File: config.mk
export PLATFORM = sky130hd
export DESIGN_NAME = seg_scan
export DESIGN_NICKNAME = d
export VERILOG_FILES = /design/src/rtl/seg_scan.sv
export SDC_FILE = /design/constraint.sdc
export NUM_CORES = 1
export LEC_CHECK = 0
export ABC_AREA = 1
export ABC_CLOCK_PERIOD_IN_PS = 3030
export CAP_MARGIN = 20
export CORE_AREA = 2 2 80 67
export CTS_CLUSTER_DIAMETER = 80
export CTS_CLUSTER_SIZE = 8
export DETAILED_ROUTE_END_ITERATION = 6
export DIE_AREA = 0 0 82 69
export SLEW_MARGIN = 15
export SYNTH_ARGS = -nofsm -noshare
export SYNTH_HDL_FRONTEND = slang
export SYNTH_SLANG_ARGS = --single-unit
export TNS_END_PERCENT = 30
File: constraint.sdc
create_clock -name fastclk -period 3.03 [get_ports fastclk]
set_input_delay 0.606 -clock fastclk [delete_from_list [all_inputs] [get_ports fastclk]]
set_output_delay 0.606 -clock fastclk [all_outputs]
set_load 0.03 [all_outputs]
File: src/rtl/seg_scan.sv
// seg_scan: multiplexed common-anode 7-segment scanner, one digit per slowclk rise.
// Optional SEG_SCAN_ZERO_BLANK_EN: leading-zero suppression on digits above 0.
module seg_scan #(
  parameter int NUM_DIGITS = 4,
  parameter int IDX_W      = 3
) (
  input  logic                    fastclk,
  input  logic                    rst_n,
  input  logic                    slowclk,
  input  logic                    enable,
  input  logic [4*NUM_DIGITS-1:0] value,
  output logic [NUM_DIGITS-1:0]   an_n,
  output logic [6:0]              seg_n,
  output logic                    frame_done
);

  localparam logic [IDX_W-1:0] LAST = IDX_W'(NUM_DIGITS - 1);

  logic                    s1, s2, s3;
  logic                    tick;
  logic [IDX_W-1:0]        idx;
  logic [IDX_W-1:0]        idx_next;
  logic [4*NUM_DIGITS-1:0] shadow;
  logic                    frame_start;
  logic [3:0]              nib;
  logic                    blank_digit;
  logic [NUM_DIGITS-1:0]   an_next;
  logic [6:0]              seg_next;

  function automatic logic [6:0] hex7(input logic [3:0] n);
    logic [6:0] s;
    case (n)
      4'h0: s = 7'h40;
      4'h1: s = 7'h79;
      4'h2: s = 7'h24;
      4'h3: s = 7'h30;
      4'h4: s = 7'h19;
      4'h5: s = 7'h12;
      4'h6: s = 7'h02;
      4'h7: s = 7'h78;
      4'h8: s = 7'h00;
      4'h9: s = 7'h10;
      4'hA: s = 7'h08;
      4'hB: s = 7'h03;
      4'hC: s = 7'h46;
      4'hD: s = 7'h21;
      4'hE: s = 7'h06;
      default: s = 7'h0E;
    endcase
    return s;
  endfunction

  // slowclk is an async level: 2-flop sync plus a third flop for rise detect
  always_ff @(posedge fastclk or negedge rst_n) begin
    if (!rst_n) begin
      s1 <= 1'b0;
      s2 <= 1'b0;
      s3 <= 1'b0;
    end else begin
      s1 <= slowclk;
      s2 <= s1;
      s3 <= s2;
    end
  end

  // next digit, its anode pattern and source nibble (digit 0 bypasses shadow)
  always_comb begin
    tick        = s2 & ~s3;
    idx_next    = (idx == LAST) ? '0 : idx + 1'b1;
    frame_start = (idx_next == '0);
    nib         = value[3:0];
    an_next     = '1;
    for (int k = 0; k < NUM_DIGITS; k++) begin
      if (idx_next == IDX_W'(k)) begin
        an_next[k] = 1'b0;
        if (k != 0) nib = shadow[4*k +: 4];
      end
    end
  end

`ifdef SEG_SCAN_ZERO_BLANK_EN
  // blank digit k>0 when it and every higher shadow nibble are zero
  always_comb begin
    logic all_zero;
    all_zero    = 1'b1;
    blank_digit = 1'b0;
    for (int k = NUM_DIGITS - 1; k > 0; k--) begin
      all_zero = all_zero & (shadow[4*k +: 4] == 4'h0);
      if (idx_next == IDX_W'(k)) blank_digit = all_zero;
    end
  end
`else
  assign blank_digit = 1'b0;
`endif

  // segment pattern for the digit about to be selected
  always_comb begin
    seg_next = blank_digit ? 7'h7F : hex7(nib);
  end

  // scan state: enable dominates, ticks advance, frame start latches value
  always_ff @(posedge fastclk or negedge rst_n) begin
    if (!rst_n) begin
      idx        <= LAST;
      shadow     <= '0;
      an_n       <= '1;
      seg_n      <= 7'h7F;
      frame_done <= 1'b0;
    end else if (!enable) begin
      idx        <= LAST;
      an_n       <= '1;
      seg_n      <= 7'h7F;
      frame_done <= 1'b0;
    end else if (tick) begin
      idx        <= idx_next;
      an_n       <= an_next;
      seg_n      <= seg_next;
      frame_done <= frame_start;
      if (frame_start) shadow <= value;
    end else begin
      frame_done <= 1'b0;
    end
  end

endmodule

==> impl_results.md, run 1 <==
- VDD IR max: 203.3 uV
- Fin area: 0.002131 mm^2
- RR Endpoint: seg_n[3]
- Setup Buffers After CTS: 0
- Vias/cell: 4.356
- Synthesized netlist cell count: 213
- Crit path kind: reg -> reg
- Height of the die: 69 um
- PD cells: 512.9 mW/mm^2
- Total Wirelength: 3.578 mm
- CTS root buffer: clkbuf_8
- RSZ-0062 raised after global routing: no
- Cells on worst reg2reg path: 15
- Critical R2R Launch: idx[0]
- H-tree depth: 2
- Post_cts resized: 0
- # port buffers: 31
- Post-DP HPWL: 2.725 mm
- Clock latency at the later pin of the worst-skew pair: 0.29 ns
- Final hold violations: 0
- Internal power: 0.7504 mW
- Worst setup endpoint: seg_n[3]
- Residual DRC count: 0
- Inserted Clock Buffers: 5
- Placed inst area: 0.002039 mm^2
- Reg power frac: 44.6%
- Switching Share: 31.34%
- First-pass GRT wire length: 6.023 mm
- Top Ports: 32
- CTS Buffer Depth: 2
- Yosys top cell area share: 25.93%
- Area delta synth->final: 29.90%
- Yosys warns: 0
- Die W: 82 um
- Largest net degree at the start of global routing: 31
- Cts hold-fix bufs: 0
- FP Rows: 23
- Area leader, netlist: dfrtp_1
- Max-cap viol count: 0
- WHS Path Cells: 0
- Syn Nets: 240
- CP startpoint: idx[0]
- Wire per inst: 11.36 um
- GP Congestion: 0.8511
- Total congestion overflow: 0
- Setup TNS Final: 0 ns
- Total Power: 1.093 mW
- Global Route Usage Sum: 13.93%
- Hold Path Class: reg -> reg
- Tmin final: 2.682 ns
- Worst path required time: 3.26 ns
- Worst Setup End Kind: register
- Clk_skew: 0.001479 ns
- Clock transition at path regs: 0.06 ns
- FMAX: 372.8 MHz
- Final setup vio count: 0
- N_diodes: 0
- Fill count: 500
- Crit-path max cell delay: 0.55 ns
- Core area: 0.004835 mm^2
- Leak: 1.035 nW
- Yosys reg bits: 30
- Headroom to the max-slew limit: 72.12%
- Fraction of layout cells with a size suffix above 1: 14.62%
- CTS tree: built
- Outcome: completed
- Number of iterations in the first detailed-routing pass: 4
- Final Slew Violations: 0
- Clock network power share: 30.6%
- Sink Count: 30
- DR iter-0 viols: 74
- Worst setup SP type: register
- Worst EP arrival: 2.92 ns
- Worst path slowest cell: dfstp_2
- Via count: 1,372
- Netlist cell types: 23
- Ratio of final minimum period to clock period: 88.52%
- Flop-to-flop setup slack: 0.35 ns
- Sequential element share of the synthesized area: 46.76%
- Sw Pwr: 0.3425 mW
- Critical path, cell by cell: ha_1, inv_1, nand2_1, nand4_1, nand2_1, nand3_1, a21oi_2, inv_1, ha_1, inv_1, nand2_1, nand3_1, nand3_1, nand2_1, inv_1
- Fin nets: 279
- Vias in the first global route: 1,286
- Worst slew pin tran: 0.4181 ns
- Die area: 0.005658 mm^2
- Top area cells in the synthesized netlist: dfrtp_1 (26%), dfstp_2 (21%), nand2_1 (16%), inv_1 (5.9%), nor2_1 (5.5%)
- Syn_area_per_cell: 7.701 um^2
- Logic pwr share: 24.8%
- Post-route ant nets: 0
- Antenna violations before repair: 0
- Initial core utilization: 33.93%
- Mapped Area: 0.001640 mm^2
- Crit path max fanout: 7
-- through the flow --
stage	cells	utilization (%)	hold slack (ns)	setup slack (ns)
4_1_cts	315	44.07	0.3537	0.3764
5_1_grt	315	44.07	0.3706	0.03125
3_3_place_gp	307	42.18	0.3343	0.3582
2_1_floorplan	213	-	0.3104	0.8022
6_report	315	44.07	0.3498	0.3478
3_5_place_dp	307	42.18	0.3387	0.4090
-- Yosys cell counts, drive strengths merged --
library cell  instances
nand3                15
or2                   2
nand4                 2
o21ai                 6
clkbuf                1
ha                    7
nand2                71
nand3b                2
o211ai                2
nor2                 28
a21oi                16
dfstp                13
dfrtp                17
a22oi                 1
inv                  29
buf                   1
-- power groups by stage --
stage / Combinational (mW) / Sequential, mW / Clock (mW)
2_1_floorplan: 0.156 / 0.512 / 0
3_3_place_gp: 0.273 / 0.494 / 0
3_5_place_dp: 0.271 / 0.495 / 0
4_1_cts: 0.273 / 0.488 / 0.343
5_1_grt: 0.308 / 0.494 / 0.360
6_report: 0.271 / 0.488 / 0.334
-- sequential cells by signal (all words and copies together), names as in the netlist --
register,cells
s2,1
an_n,4
frame_done,1
idx,3
seg_n,7
s3,1
shadow,12
s1,1
-- worst max-delay path, delay by kind of cell, from the launching register on --
family,cells,cell delay (ns)
and+or+nand+nor,8,0.98
DFF,1,0.55
adders and majority gates,2,0.51
buffers and inverters,4,0.30
AOI/OAI and AO/OA,1,0.30
-- layout by cell type, fill, tap and decap left out, drive strengths merged, types with 6 or more instances in the layout --
master / n
nand2: 71
clkdlybuf4s50: 31
inv: 29
nor2: 28
dfrtp: 17
a21oi: 16
nand3: 15
dfstp: 13
ha: 7
clkbuf: 7
o21ai: 6
-- how the worst min path moves through the flow --
stage	from	endpoint	slack (ns)
6_report	s1	s2	0.35
5_1_grt	s1	s2	0.37
4_1_cts	s1	s2	0.35
3_5_place_dp	s1	s2	0.34
3_3_place_gp	s1	s2	0.33
2_1_floorplan	rst_n	frame_done	0.31
-- routing by layer --
metal / global-route usage (%) / up-vias / part of all wire (%)
met5: 0 / - / 0
met4: 5.556 / 0 / 1.7
met3: 4.581 / 10 / 5.6
met2: 18.07 / 34 / 40
met1: 20.96 / 583 / 53
li1: - / 745 / -
-- cell families (layout without fill, tap and decap cells) --
kind of cell               count (synthesis)  after routing  synth area share, %
and+or+nand+nor                          120            120                31.81
AOI/OAI and AO/OA                         25             25                8.772
buffers and inverters                     31             71                7.322
adders and majority gates                  7              7                5.339
DFF                                       30             30                46.76
-- area by class of cell --
cell class	count	area [um^2]	area share (%)
Tap cell	62	77.57	3.641
Inverter	29	108.9	5.109
Sequential cell	30	767.0	36.00
Timing Repair Buffer	34	332.8	15.62
Clock inverter	1	5.005	0.2349
Multi-Input combinational cell	152	753.2	35.35
Clock buffer	7	86.33	4.052
Note: power is estimated with default switching activity, not from simulation.
==> inputs of run 2 (changes only) <==
--- a/config.mk
+++ b/config.mk
@@ -8,11 +8,12 @@
 export ABC_AREA = 1
 export ABC_CLOCK_PERIOD_IN_PS = 3030
 export CAP_MARGIN = 20
-export CORE_AREA = 2 2 80 67
+export CORE_AREA = 2 2 69 77
 export CTS_CLUSTER_DIAMETER = 80
 export CTS_CLUSTER_SIZE = 8
 export DETAILED_ROUTE_END_ITERATION = 6
-export DIE_AREA = 0 0 82 69
+export DIE_AREA = 0 0 71 79
+export DONT_BUFFER_PORTS = 1
 export SLEW_MARGIN = 15
 export SYNTH_ARGS = -nofsm -noshare
 export SYNTH_HDL_FRONTEND = slang
==> impl_results.md, run 2 (synthesis results as in run 1) <==
- Initial core utilization: 33.49% (-0.44 points)
- Headroom to the max-slew limit: 55.71% (-16 points)
- Hold Path Class: in -> async
- Post-DP HPWL: 2.626 mm (-3.7%)
- Vias/cell: 4.727 (+8.5%)
- H-tree depth: 2 (unchanged)
- Via count: 1,314 (-4.2%)
- Critical path, cell by cell: ha_1, inv_1, nand2_1, nand4_1, nand2_1, nand3_1, a21oi_2, inv_1, ha_1, inv_1, nand2_1, nand3_1, nand3_1, nand2_1, inv_1
- PD cells: 604.7 mW/mm^2 (+18%)
- Worst path required time: 3.25 ns (about the same)
- Total Power: 1.099 mW (+0.59%)
- Die W: 71 um (-13%)
- RSZ-0062 raised after global routing: no
- Tmin final: 2.591 ns (-0.09074 ns)
- Ratio of final minimum period to clock period: 85.53% (-3.0 points)
- Setup Buffers After CTS: 0 (unchanged)
- Worst slew pin tran: 0.6637 ns (+0.2455 ns)
- Top Ports: 32 (unchanged)
- Reg power frac: 46.7% (+2.1 points)
- Logic pwr share: 17.6% (-7.2 points)
- WHS: 0.01347 ns (-0.3364 ns)
- Fin worst setup slack: 0.4385 ns (+0.09074 ns)
- Crit-path max cell delay: 0.54 ns (about the same)
- Sw Pwr: 0.3254 mW (-5.0%)
- Max-cap viol count: 0 (unchanged)
- Largest register by flop count: shadow
- DR iter-0 viols: 38 (-49%)
- Final Slew Violations: 0 (unchanged)
- Switching Share: 29.60% (-1.7 points)
- FMAX: 385.9 MHz (+3.5%)
- Dpl cells: 269 (-12%)
- Leak: 0.9028 nW (-13%)
- Worst Setup End Kind: register
- Internal power: 0.7738 mW (+3.1%)
- Outcome: completed
- Worst setup SP type: register
- Final core utilization: 37.11% (-7.0 points)
- Dpl ws: 0.4799 ns (+0.07097 ns)
- Largest register FFs: 12 (unchanged)
- CTS Buffer Depth: 2 (unchanged)
- Worst path slowest cell: dfstp_2
- First-pass GRT wire length: 6.072 mm (+0.81%)
- Worst EP arrival: 2.82 ns (-0.10 ns)
- Area delta synth->final: 10.83%
- Non-Filler Instances: 278 (-12%)
- Crit path max fanout: 7 (unchanged)
- Core area: 0.004898 mm^2 (+1.3%)
- Die area: 0.005609 mm^2 (-0.87%)
- Total Wirelength: 3.527 mm (-1.4%)
- Height of the die: 79 um (+14%)
- Clk_skew: 0.006225 ns (+0.004746 ns)
- Inserted Clock Buffers: 5 (unchanged)
- Final hold violations: 0 (unchanged)
- GP Congestion: 0.8819 (+3.6%)
- FP Rows: 27 (+17%)
- Fin area: 0.001818 mm^2 (-15%)
- Commonest non-fill, non-tap cells in the layout: nand2_1 (69), inv_1 (26), nor2_1 (24)
- Final setup vio count: 0 (unchanged)
- Global Route Usage Sum: 13.90% (-0.033 points)
- CTS root buffer: clkbuf_8
- Crit path kind: reg -> reg
- Wire per inst: 12.69 um (+12%)
- Clock latency at the later pin of the worst-skew pair: 0.28 ns (about the same)
- Number of iterations in the first detailed-routing pass: 4 (unchanged)
- Largest regs: shadow: 12 flops, seg_n: 7 flops, an_n: 4 flops
- Total congestion overflow: 0 (unchanged)
- CTS tree: built
- Residual DRC count: 0 (unchanged)
- Fin nets: 246 (-12%)
- Post-route ant nets: 0 (unchanged)
- VDD IR max: 240.4 uV (+18%)
- Largest net degree at the start of global routing: 31 (unchanged)
- Vias in the first global route: 1,329 (+3.3%)
- Clock transition at path regs: 0.06 ns (about the same)
- N_diodes: 0 (unchanged)
- Placed inst area: 0.001702 mm^2 (-17%)
- Commonest non-fill, non-tap cell in the layout: nand2_1
- # port buffers: 0 (-100%)
- Setup TNS Final: 0 ns (unchanged)
- Sink Count: 30 (unchanged)
- Clock network power share: 35.6% (+5.0 points)
- Fraction of layout cells with a size suffix above 1: 15.00% (+0.38 points)
- Antenna violations before repair: 0 (unchanged)
[run 2: cell types whose count changed in the layout (fill, tap and decap cells not counted)]
cell / before / now
clkdlybuf4s50_1: 31 / 0
buf_4: 3 / 0
bufinv_16: 0 / 1
clkbuf_1: 1 / 2
clkbuf_8: 6 / 5
clkinv_2: 1 / 0
dlygate4sd3_1: 0 / 1
[run 2: repair_timing]
action,in CTS,in global routing
endpoints found under the hold margin,0,12
gates resized for setup,0,0
setup endpoints to repair,0,0
hold buffers,0,1
[run 2: final cells by class]
| class | count | area [um^2] |
|---|---|---|
| clock buffers | 7 | 76.32 |
| clock inverters | 1 | 30.03 |
| fillers | 522 | 3080 |
| inverters | 29 | 108.9 |
| multi-input cells | 152 | 753.2 |
| flip-flops and latches | 30 | 767.0 |
| well taps | 58 | 72.57 |
| repair buffers | 1 | 10.01 |
[run 2: final timing paths]
kind	start	slack [ns]	to	cells past startpoint
setup reg to reg	idx[0]	0.44	seg_n[3]	15
max in group asynchronous	rst_n	1.89	shadow[13]	1
setup / recovery	idx[0]	0.44	seg_n[3]	15
hold / removal	rst_n	0.01	s3	0
min in group fastclk	slowclk	0.35	s1	0
hold reg to reg	s1	0.36	s2	0
[run 2: power groups by stage]
stage | combinational (mW) | clock (mW) | sequential (mW)
after detailed placement | 0.190 | 0 | 0.521
final | 0.194 | 0.392 | 0.514
after CTS | 0.192 | 0.401 | 0.515
after global placement | 0.191 | 0 | 0.520
after floorplan | 0.156 | 0 | 0.512
after global routing | 0.232 | 0.423 | 0.521
[run 2: routing by layer]
layer,global-route usage [%],vias up,part of all wire [%]
met2,22.43,32,45
met1,16.92,594,47
li1,-,682,-
met5,0,-,0
met4,5.660,0,1.8
met3,4.822,6,6.1
[run 2: critical path, delay by kind of cell, from the launching register on]
| family | cells | cell delay (ns) |
|---|---|---|
| AND/OR/NAND/NOR | 8 | 0.93 |
| buffers and inverters | 4 | 0.28 |
| flip-flops | 1 | 0.54 |
| adder cells (fa/ha/maj) | 2 | 0.50 |
| AO/OA/AOI/OAI | 1 | 0.28 |
